===== src/rtl/alu_pipe_pkg.sv =====
// Shared opcode enum, output width helper and flag bit positions for alu_pipe.
// Combinational definitions only, so no latency.
// No handshake at this level.
package alu_pkg;

  typedef enum logic [3:0] {
    OP_ADD  = 4'd0,
    OP_SUB  = 4'd1,
    OP_MUL  = 4'd2,
    OP_AND  = 4'd3,
    OP_OR   = 4'd4,
    OP_XOR  = 4'd5,
    OP_NOT  = 4'd6,
    OP_SHL  = 4'd7,
    OP_SHR  = 4'd8,
    OP_INC  = 4'd9,
    OP_DEC  = 4'd10,
    OP_PASS = 4'd11,
    OP_CMP  = 4'd12,
    OP_NAND = 4'd13,
    OP_NOR  = 4'd14,
    OP_XNOR = 4'd15
  } alu_op_e;

  function automatic int out_w(input int width);
    return 2 * width;
  endfunction

  localparam int FLAGS_W    = 3;
  localparam int FLAG_ZERO  = 0;
  localparam int FLAG_CARRY = 1;
  localparam int FLAG_NEG   = 2;

endpackage


===== src/rtl/alu_pipe_if.sv =====
// Operand/result handshake bundle for alu_pipe; flags port exists only with ALU_FLAGS_EN.
// Wires only, so no latency.
// Valid/ready in both directions; master drives operands and out_ready.
interface alu_pipe_if
  import alu_pkg::*;
#(
  parameter int WIDTH = 8,
  parameter int TAG_W = 4
);
  logic               in_valid;
  logic               in_ready;
  logic [WIDTH-1:0]   a;
  logic [WIDTH-1:0]   b;
  logic [3:0]         s;
  logic [TAG_W-1:0]   in_tag;
  logic               out_valid;
  logic               out_ready;
  logic [2*WIDTH-1:0] out;
  logic [TAG_W-1:0]   out_tag;
`ifdef ALU_FLAGS_EN
  logic [FLAGS_W-1:0] flags;
`endif

  modport master (
`ifdef ALU_FLAGS_EN
    input  flags,
`endif
    output in_valid, a, b, s, in_tag, out_ready,
    input  in_ready, out_valid, out, out_tag
  );

  modport slave (
`ifdef ALU_FLAGS_EN
    output flags,
`endif
    input  in_valid, a, b, s, in_tag, out_ready,
    output in_ready, out_valid, out, out_tag
  );
endinterface


===== src/rtl/alu_pipe_core.sv =====
// Combinational opcode -> 2*WIDTH result function; flags only with ALU_FLAGS_EN.
// Zero latency.
// No handshake; sits between the S1 and S2 registers.
module alu_core
  import alu_pkg::*;
#(
  parameter int WIDTH = 8
) (
  input  logic [WIDTH-1:0]        a,
  input  logic [WIDTH-1:0]        b,
  input  logic [3:0]              s,
`ifdef ALU_FLAGS_EN
  output logic [FLAGS_W-1:0]      flags,
`endif
  output logic [out_w(WIDTH)-1:0] res
);
  localparam int OW = out_w(WIDTH);
  localparam logic [OW-1:0] OW_V = OW'(OW);
  localparam logic [OW-1:0] ONE  = OW'(1);

  logic [OW-1:0] ax, bx;

  assign ax = {{WIDTH{1'b0}}, a};
  assign bx = {{WIDTH{1'b0}}, b};

  always_comb begin
    res = '0;
    case (alu_op_e'(s))
      OP_ADD:  res = ax + bx;
      OP_SUB:  res = ax - bx;
      OP_MUL:  res = ax * bx;
      OP_AND:  res = {{WIDTH{1'b0}}, a & b};
      OP_OR:   res = {{WIDTH{1'b0}}, a | b};
      OP_XOR:  res = {{WIDTH{1'b0}}, a ^ b};
      OP_NOT:  res = {{WIDTH{1'b0}}, ~a};
      // The whole of b is the shift amount, so oversize shifts must flush to zero.
      OP_SHL:  res = (bx >= OW_V) ? '0 : (ax << bx);
      OP_SHR:  res = (bx >= OW_V) ? '0 : (ax >> bx);
      OP_INC:  res = ax + ONE;
      OP_DEC:  res = ax - ONE;
      OP_PASS: res = ax;
      OP_CMP:  res = {{(OW-3){1'b0}}, a < b, a == b, a > b};
      OP_NAND: res = {{WIDTH{1'b0}}, ~(a & b)};
      OP_NOR:  res = {{WIDTH{1'b0}}, ~(a | b)};
      OP_XNOR: res = {{WIDTH{1'b0}}, ~(a ^ b)};
      default: res = '0;
    endcase
  end

`ifdef ALU_FLAGS_EN
  always_comb begin
    flags            = '0;
    flags[FLAG_ZERO] = (res == '0);
    flags[FLAG_NEG]  = res[WIDTH-1];
    case (alu_op_e'(s))
      OP_ADD, OP_INC: flags[FLAG_CARRY] = res[WIDTH];
      OP_SUB:         flags[FLAG_CARRY] = (a < b);
      OP_DEC:         flags[FLAG_CARRY] = (a == '0);
      default:        flags[FLAG_CARRY] = 1'b0;
    endcase
  end
`endif
endmodule


===== src/rtl/alu_pipe.sv =====
// Two-stage pipelined ALU with tag pass-through; optional flags output under ALU_FLAGS_EN.
// Result valid two edges after the cycle an op is presented; one op per cycle.
// Holds up to two ops under backpressure; in_ready falls only when both stages are stalled.
module alu_pipe
  import alu_pkg::*;
#(
  parameter int WIDTH = 8,
  parameter int TAG_W = 4
) (
  input  logic      clk,
  input  logic      rst,
  alu_pipe_if.slave bus
);
  localparam int OW = out_w(WIDTH);

  logic             s1_valid;
  logic [WIDTH-1:0] s1_a, s1_b;
  logic [3:0]       s1_s;
  logic [TAG_W-1:0] s1_tag;
  logic [OW-1:0]    core_res;
  logic             s1_adv, s2_adv;
`ifdef ALU_FLAGS_EN
  logic [FLAGS_W-1:0] core_flags;
`endif

  assign s2_adv       = !bus.out_valid || bus.out_ready;
  assign s1_adv       = !s1_valid || s2_adv;
  assign bus.in_ready = s1_adv && !rst;

  alu_core #(.WIDTH(WIDTH)) u_core (
    .a     (s1_a),
    .b     (s1_b),
    .s     (s1_s),
`ifdef ALU_FLAGS_EN
    .flags (core_flags),
`endif
    .res   (core_res)
  );

  always_ff @(posedge clk) begin
    if (rst) begin
      s1_valid      <= 1'b0;
      bus.out_valid <= 1'b0;
      bus.out       <= '0;
      bus.out_tag   <= '0;
`ifdef ALU_FLAGS_EN
      bus.flags     <= '0;
`endif
    end else begin
      if (s1_adv) begin
        s1_valid <= bus.in_valid;
        if (bus.in_valid) begin
          s1_a   <= bus.a;
          s1_b   <= bus.b;
          s1_s   <= bus.s;
          s1_tag <= bus.in_tag;
        end
      end
      // Payload only moves with a valid op, so a stalled or idle output keeps its last value.
      if (s2_adv) begin
        bus.out_valid <= s1_valid;
        if (s1_valid) begin
          bus.out     <= core_res;
          bus.out_tag <= s1_tag;
`ifdef ALU_FLAGS_EN
          bus.flags   <= core_flags;
`endif
        end
      end
    end
  end
endmodule

===== src/flat_wrapper.sv =====
// flat-port wrapper written by rule: the top's interface ports become plain ports
module alu_pipe_flat import alu_pkg::*;
#(
  parameter int WIDTH = 8,
  parameter int TAG_W = 4
)
  (clk, rst, bus_in_valid, bus_a, bus_b, bus_s, bus_in_tag, bus_out_ready, bus_in_ready, bus_out_valid, bus_out, bus_out_tag);
  alu_pipe_if #(.WIDTH(WIDTH), .TAG_W(TAG_W)) bus_i ();
  input  logic clk;
  input  logic rst;
  input wire logic [$bits(bus_i.in_valid)-1:0] bus_in_valid;
  input wire logic [$bits(bus_i.a)-1:0] bus_a;
  input wire logic [$bits(bus_i.b)-1:0] bus_b;
  input wire logic [$bits(bus_i.s)-1:0] bus_s;
  input wire logic [$bits(bus_i.in_tag)-1:0] bus_in_tag;
  input wire logic [$bits(bus_i.out_ready)-1:0] bus_out_ready;
  output wire logic [$bits(bus_i.in_ready)-1:0] bus_in_ready;
  output wire logic [$bits(bus_i.out_valid)-1:0] bus_out_valid;
  output wire logic [$bits(bus_i.out)-1:0] bus_out;
  output wire logic [$bits(bus_i.out_tag)-1:0] bus_out_tag;
  assign bus_i.in_valid = bus_in_valid;
  assign bus_i.a = bus_a;
  assign bus_i.b = bus_b;
  assign bus_i.s = bus_s;
  assign bus_i.in_tag = bus_in_tag;
  assign bus_i.out_ready = bus_out_ready;
  assign bus_in_ready = bus_i.in_ready;
  assign bus_out_valid = bus_i.out_valid;
  assign bus_out = bus_i.out;
  assign bus_out_tag = bus_i.out_tag;
  alu_pipe #(.WIDTH(WIDTH), .TAG_W(TAG_W)) u_core (.clk(clk), .rst(rst), .bus(bus_i));
endmodule

===== config.mk =====
export PLATFORM = sky130hd
export DESIGN_NAME = alu_pipe_flat
export DESIGN_NICKNAME = d
export VERILOG_FILES = /design/src/rtl/alu_pipe_pkg.sv /design/src/rtl/alu_pipe_if.sv /design/src/rtl/alu_pipe_core.sv /design/src/rtl/alu_pipe.sv /design/src/flat_wrapper.sv
export SDC_FILE = /design/constraint.sdc
export NUM_CORES = 1
export LEC_CHECK = 0
export CORE_ASPECT_RATIO = 1.25
export CORE_MARGIN = 2
export CORE_UTILIZATION = 30
export DETAILED_ROUTE_END_ITERATION = 12
export PLACE_DENSITY = 0.55
export SLEW_MARGIN = 40
export SYNTH_ARGS = -nofsm -noshare
export SYNTH_HDL_FRONTEND = slang
export SYNTH_SLANG_ARGS = --single-unit

===== constraint.sdc =====
create_clock -name clk -period 6.1 [get_ports clk]
set_clock_uncertainty 0.2 [all_clocks]
set_input_delay 1.525 -clock clk [delete_from_list [all_inputs] [get_ports clk]]
set_output_delay 1.525 -clock clk [all_outputs]
set_load 0.005 [all_outputs]

==> results.sh <==
export IMPL_outcome="finished clean"
export IMPL_vias=6183
export IMPL_async_reset_ff_share_pct=0
export IMPL_required_ns=6.13
export IMPL_yosysTopAreaCellShare_pct=13.3
export IMPL_ctsHoldBuffers=0
export IMPL_cts_root_buf="clkbuf_16"
export IMPL_power_density_nw_per_um2=176
export IMPL_synth_compound_area_share_pct=21.3
export IMPL_ant_nets=0
export IMPL_total_power_uw=1310
export IMPL_dpl_instance_area_sq_um=7260
export IMPL_grt_pass1_vias=6125
export IMPL_portBuffers=49
export IMPL_drt_iter0_drc=662
export IMPL_worst_slack_ns=0.757
export IMPL_grt_overflow_total=0
export IMPL_holdCritStartpoint="u_core.bus.out_tag[0]"
export IMPL_routedWlPerCell_microns=21.4
export IMPL_setup_viol=0
export IMPL_finish_instance_area_sq_um=7410
export IMPL_antenna_found_initial=0
export IMPL_grt_pass1_wl_microns=36100
export IMPL_synth_simple_area_share_pct=19.3
export IMPL_wirelength_microns=23400
export IMPL_synth_top_family_by_area="adder cells"
export IMPL_yosysSeqAreaShare_pct=17.9
export IMPL_path_max_fanout=18
export IMPL_grtUsageTotal_pct=20.7
export IMPL_dr_pass1_iters=5
export IMPL_num_rows=60
export IMPL_fp_dieArea_sq_um=22900
export IMPL_synth_ff_type="edfxtp_1"
export IMPL_synthToLayoutAreaGrowth_pct=14.0
export IMPL_dp_slack_ns=0.771
export IMPL_cts_sinks=46
export IMPL_slew_viol_final=0
export IMPL_dp_hpwl_microns=18200
export IMPL_p_leak_uw=0.00304
export IMPL_fmax_mhz=187
export IMPL_fillers=2265
export IMPL_crit_path_start="u_core.s1_a[3]"
export IMPL_vias_per_cell=5.65
export IMPL_yosys_area_top_type="ha_1"
export IMPL_synth_mux_area_share_pct=5.22
export IMPL_synth_distinct_cells=78
export IMPL_worst_pin_slew_ns=0.890
export IMPL_hold_violations=0
export IMPL_insertion_delay_ns=0.30
export IMPL_synth_fa_ha_area_share_pct=25.0
export IMPL_max_cap_violations=0
export IMPL_synth_xor_area_share_pct=2.97
export IMPL_seqCellArea_sq_um=1160
export IMPL_hp_class="flop to flop"
export IMPL_slew_limit_headroom_pct=40.2
export IMPL_r2r_start="u_core.s1_a[3]"
export IMPL_clkTransAtPathRegs_ns=0.07
export IMPL_clockBufferDepth=2
export IMPL_die_w_microns=136
export IMPL_cts_setup_buffers=0
export IMPL_initial_utilization_pct=30.4
export IMPL_cp_start_kind="flop"
export IMPL_die_h_microns=169
export IMPL_peakVddDrop_mv=0.123
export IMPL_syn_area_per_cell_sq_um=8.29
export IMPL_drive_above_1_share_pct=6.25
export IMPL_grt_max_degree=44
export IMPL_htree_levels=2
export IMPL_yosys_warnings=0
export IMPL_numCtsBuffers=5
export IMPL_worstPathArrival_ns=5.37
export IMPL_diodes=0
export IMPL_fin_nets=950
export IMPL_syn_nets=918
export IMPL_ys_seq_elements=46
export IMPL_ys_top_cells_by_area="ha_1 13%, fa_1 12%, edfxtp_1 11%"
export IMPL_setup_tns_ns=0
export IMPL_syn_inst=783
export IMPL_rsz0062_at_grt="no"
export IMPL_cts_tree="yes"
export IMPL_drc=0
export IMPL_synth_edff_count=24
export IMPL_multi_input_area_sq_um=4790
export IMPL_path_class="flop to flop"
export IMPL_setup_worst_path_end_class="flop"
export IMPL_min_period_ns=5.34
export IMPL_syn_area_sq_um=6490
export IMPL_min_period_over_period_pct=87.6
export IMPL_fp_coreArea_sq_um=21400
export IMPL_gp_congestion=0.999
export IMPL_io_pins=50
export IMPL_post_cts_resized=0
-- per-stage QoR --
stage | hold slack (ns) | cells | utilization [%]
final | 0.261 | 1095 | 34.6
after global routing | 0.291 | 1095 | 34.6
after CTS | 0.270 | 1095 | 34.6
after global placement | 0.250 | 1087 | 33.9
after floorplan | 0.249 | 783 | -
after detailed placement | 0.252 | 1087 | 33.9
-- synthesized netlist by cell type, types with 7 or more instances --
library cell	count
nand2_1	58
nor2b_1	16
nor4_1	8
fa_1	38
nor2_1	90
xor2_1	9
nor3_1	14
inv_1	74
o22ai_1	13
a21oi_1	39
buf_2	19
dfxtp_1	22
mux4_2	7
a211oi_1	17
o21ai_0	35
clkbuf_1	17
nand2b_1	14
edfxtp_1	24
and2_1	7
mux2i_1	11
a31oi_1	7
nand3_1	15
xnor2_1	13
ha_1	69
buf_4	7
a221o_1	7
o211ai_1	8
-- sequential cells by signal (all words and copies together) (netlist names) --
signal,cells
u_core.bus.out,16
u_core.bus.out_tag,4
u_core.bus.out_valid,1
u_core.s1_a,8
u_core.s1_b,8
u_core.s1_s,4
u_core.s1_tag,4
u_core.s1_valid,1
-- final cells by class --
type / count / share of cell area, %
clock buffer: 6 / 1.74
clock inverter: 2 / 0.186
inverter: 81 / 4.11
multi-input combinational: 610 / 64.7
sequential: 46 / 15.7
tap: 279 / 4.71
timing repair buffer: 71 / 8.85
-- critical path: stages, from the launching register on --
cell      delay, ns
edfxtp_1       0.75
clkinv_1       0.43
nor2_1         0.25
fa_1           0.43
fa_1           0.46
fa_1           0.49
inv_1          0.05
fa_1           0.47
inv_1          0.04
ha_1           0.24
nor4_1         0.37
o21ai_0        0.25
a41oi_1        0.30
xnor2_1        0.22
nand4_1        0.14
a31oi_1        0.19
-- cell usage in the layout, fill, tap and decap left out, drive strengths merged, types with 22 or more instances in the layout --
cell	instances
nor2	90
inv	75
ha	69
nand2	58
clkdlybuf4s50	49
a21oi	39
o21ai	39
fa	38
edfxtp	24
buf	22
dfxtp	22
-- kinds of logic (layout without fill, tap and decap cells) --
family | Yosys count | count (layout)
fa+ha+maj | 107 | 107
buf+inv | 127 | 160
mux | 23 | 23
xor+xnor | 22 | 22
flops | 46 | 46
simple gates | 258 | 258
compound gates | 200 | 200
-- per-layer routing --
layer  track usage (%)  vias up  part of all wire [%]
met3              1.62       64                   4.4
li1                  -     2867                     -
met4              9.33        0                   4.8
met2              35.7      242                    49
met5                 0        -                     0
met1              26.2     3010                    42
-- final timing paths --
| kind | depth (start not counted) | slack [ns] | endpoint |
|---|---|---|---|
| worst min-delay path | 2 | 0.26 | u_core.bus.out_tag[0] |
| worst max-delay path | 15 | 0.76 | u_core.bus.out[12] |
| worst min register to register | 2 | 0.26 | u_core.bus.out_tag[0] |
| worst max register to register | 15 | 0.76 | u_core.bus.out[12] |
-- power by group --
group	switching, uW	leakage, uW	internal [uW]
Clock	126	0.0000708	152
Sequential	15.7	0.000404	340
Combinational	399	0.00257	274
Total	541	0.00304	766
(Power assumes the default switching activity.)
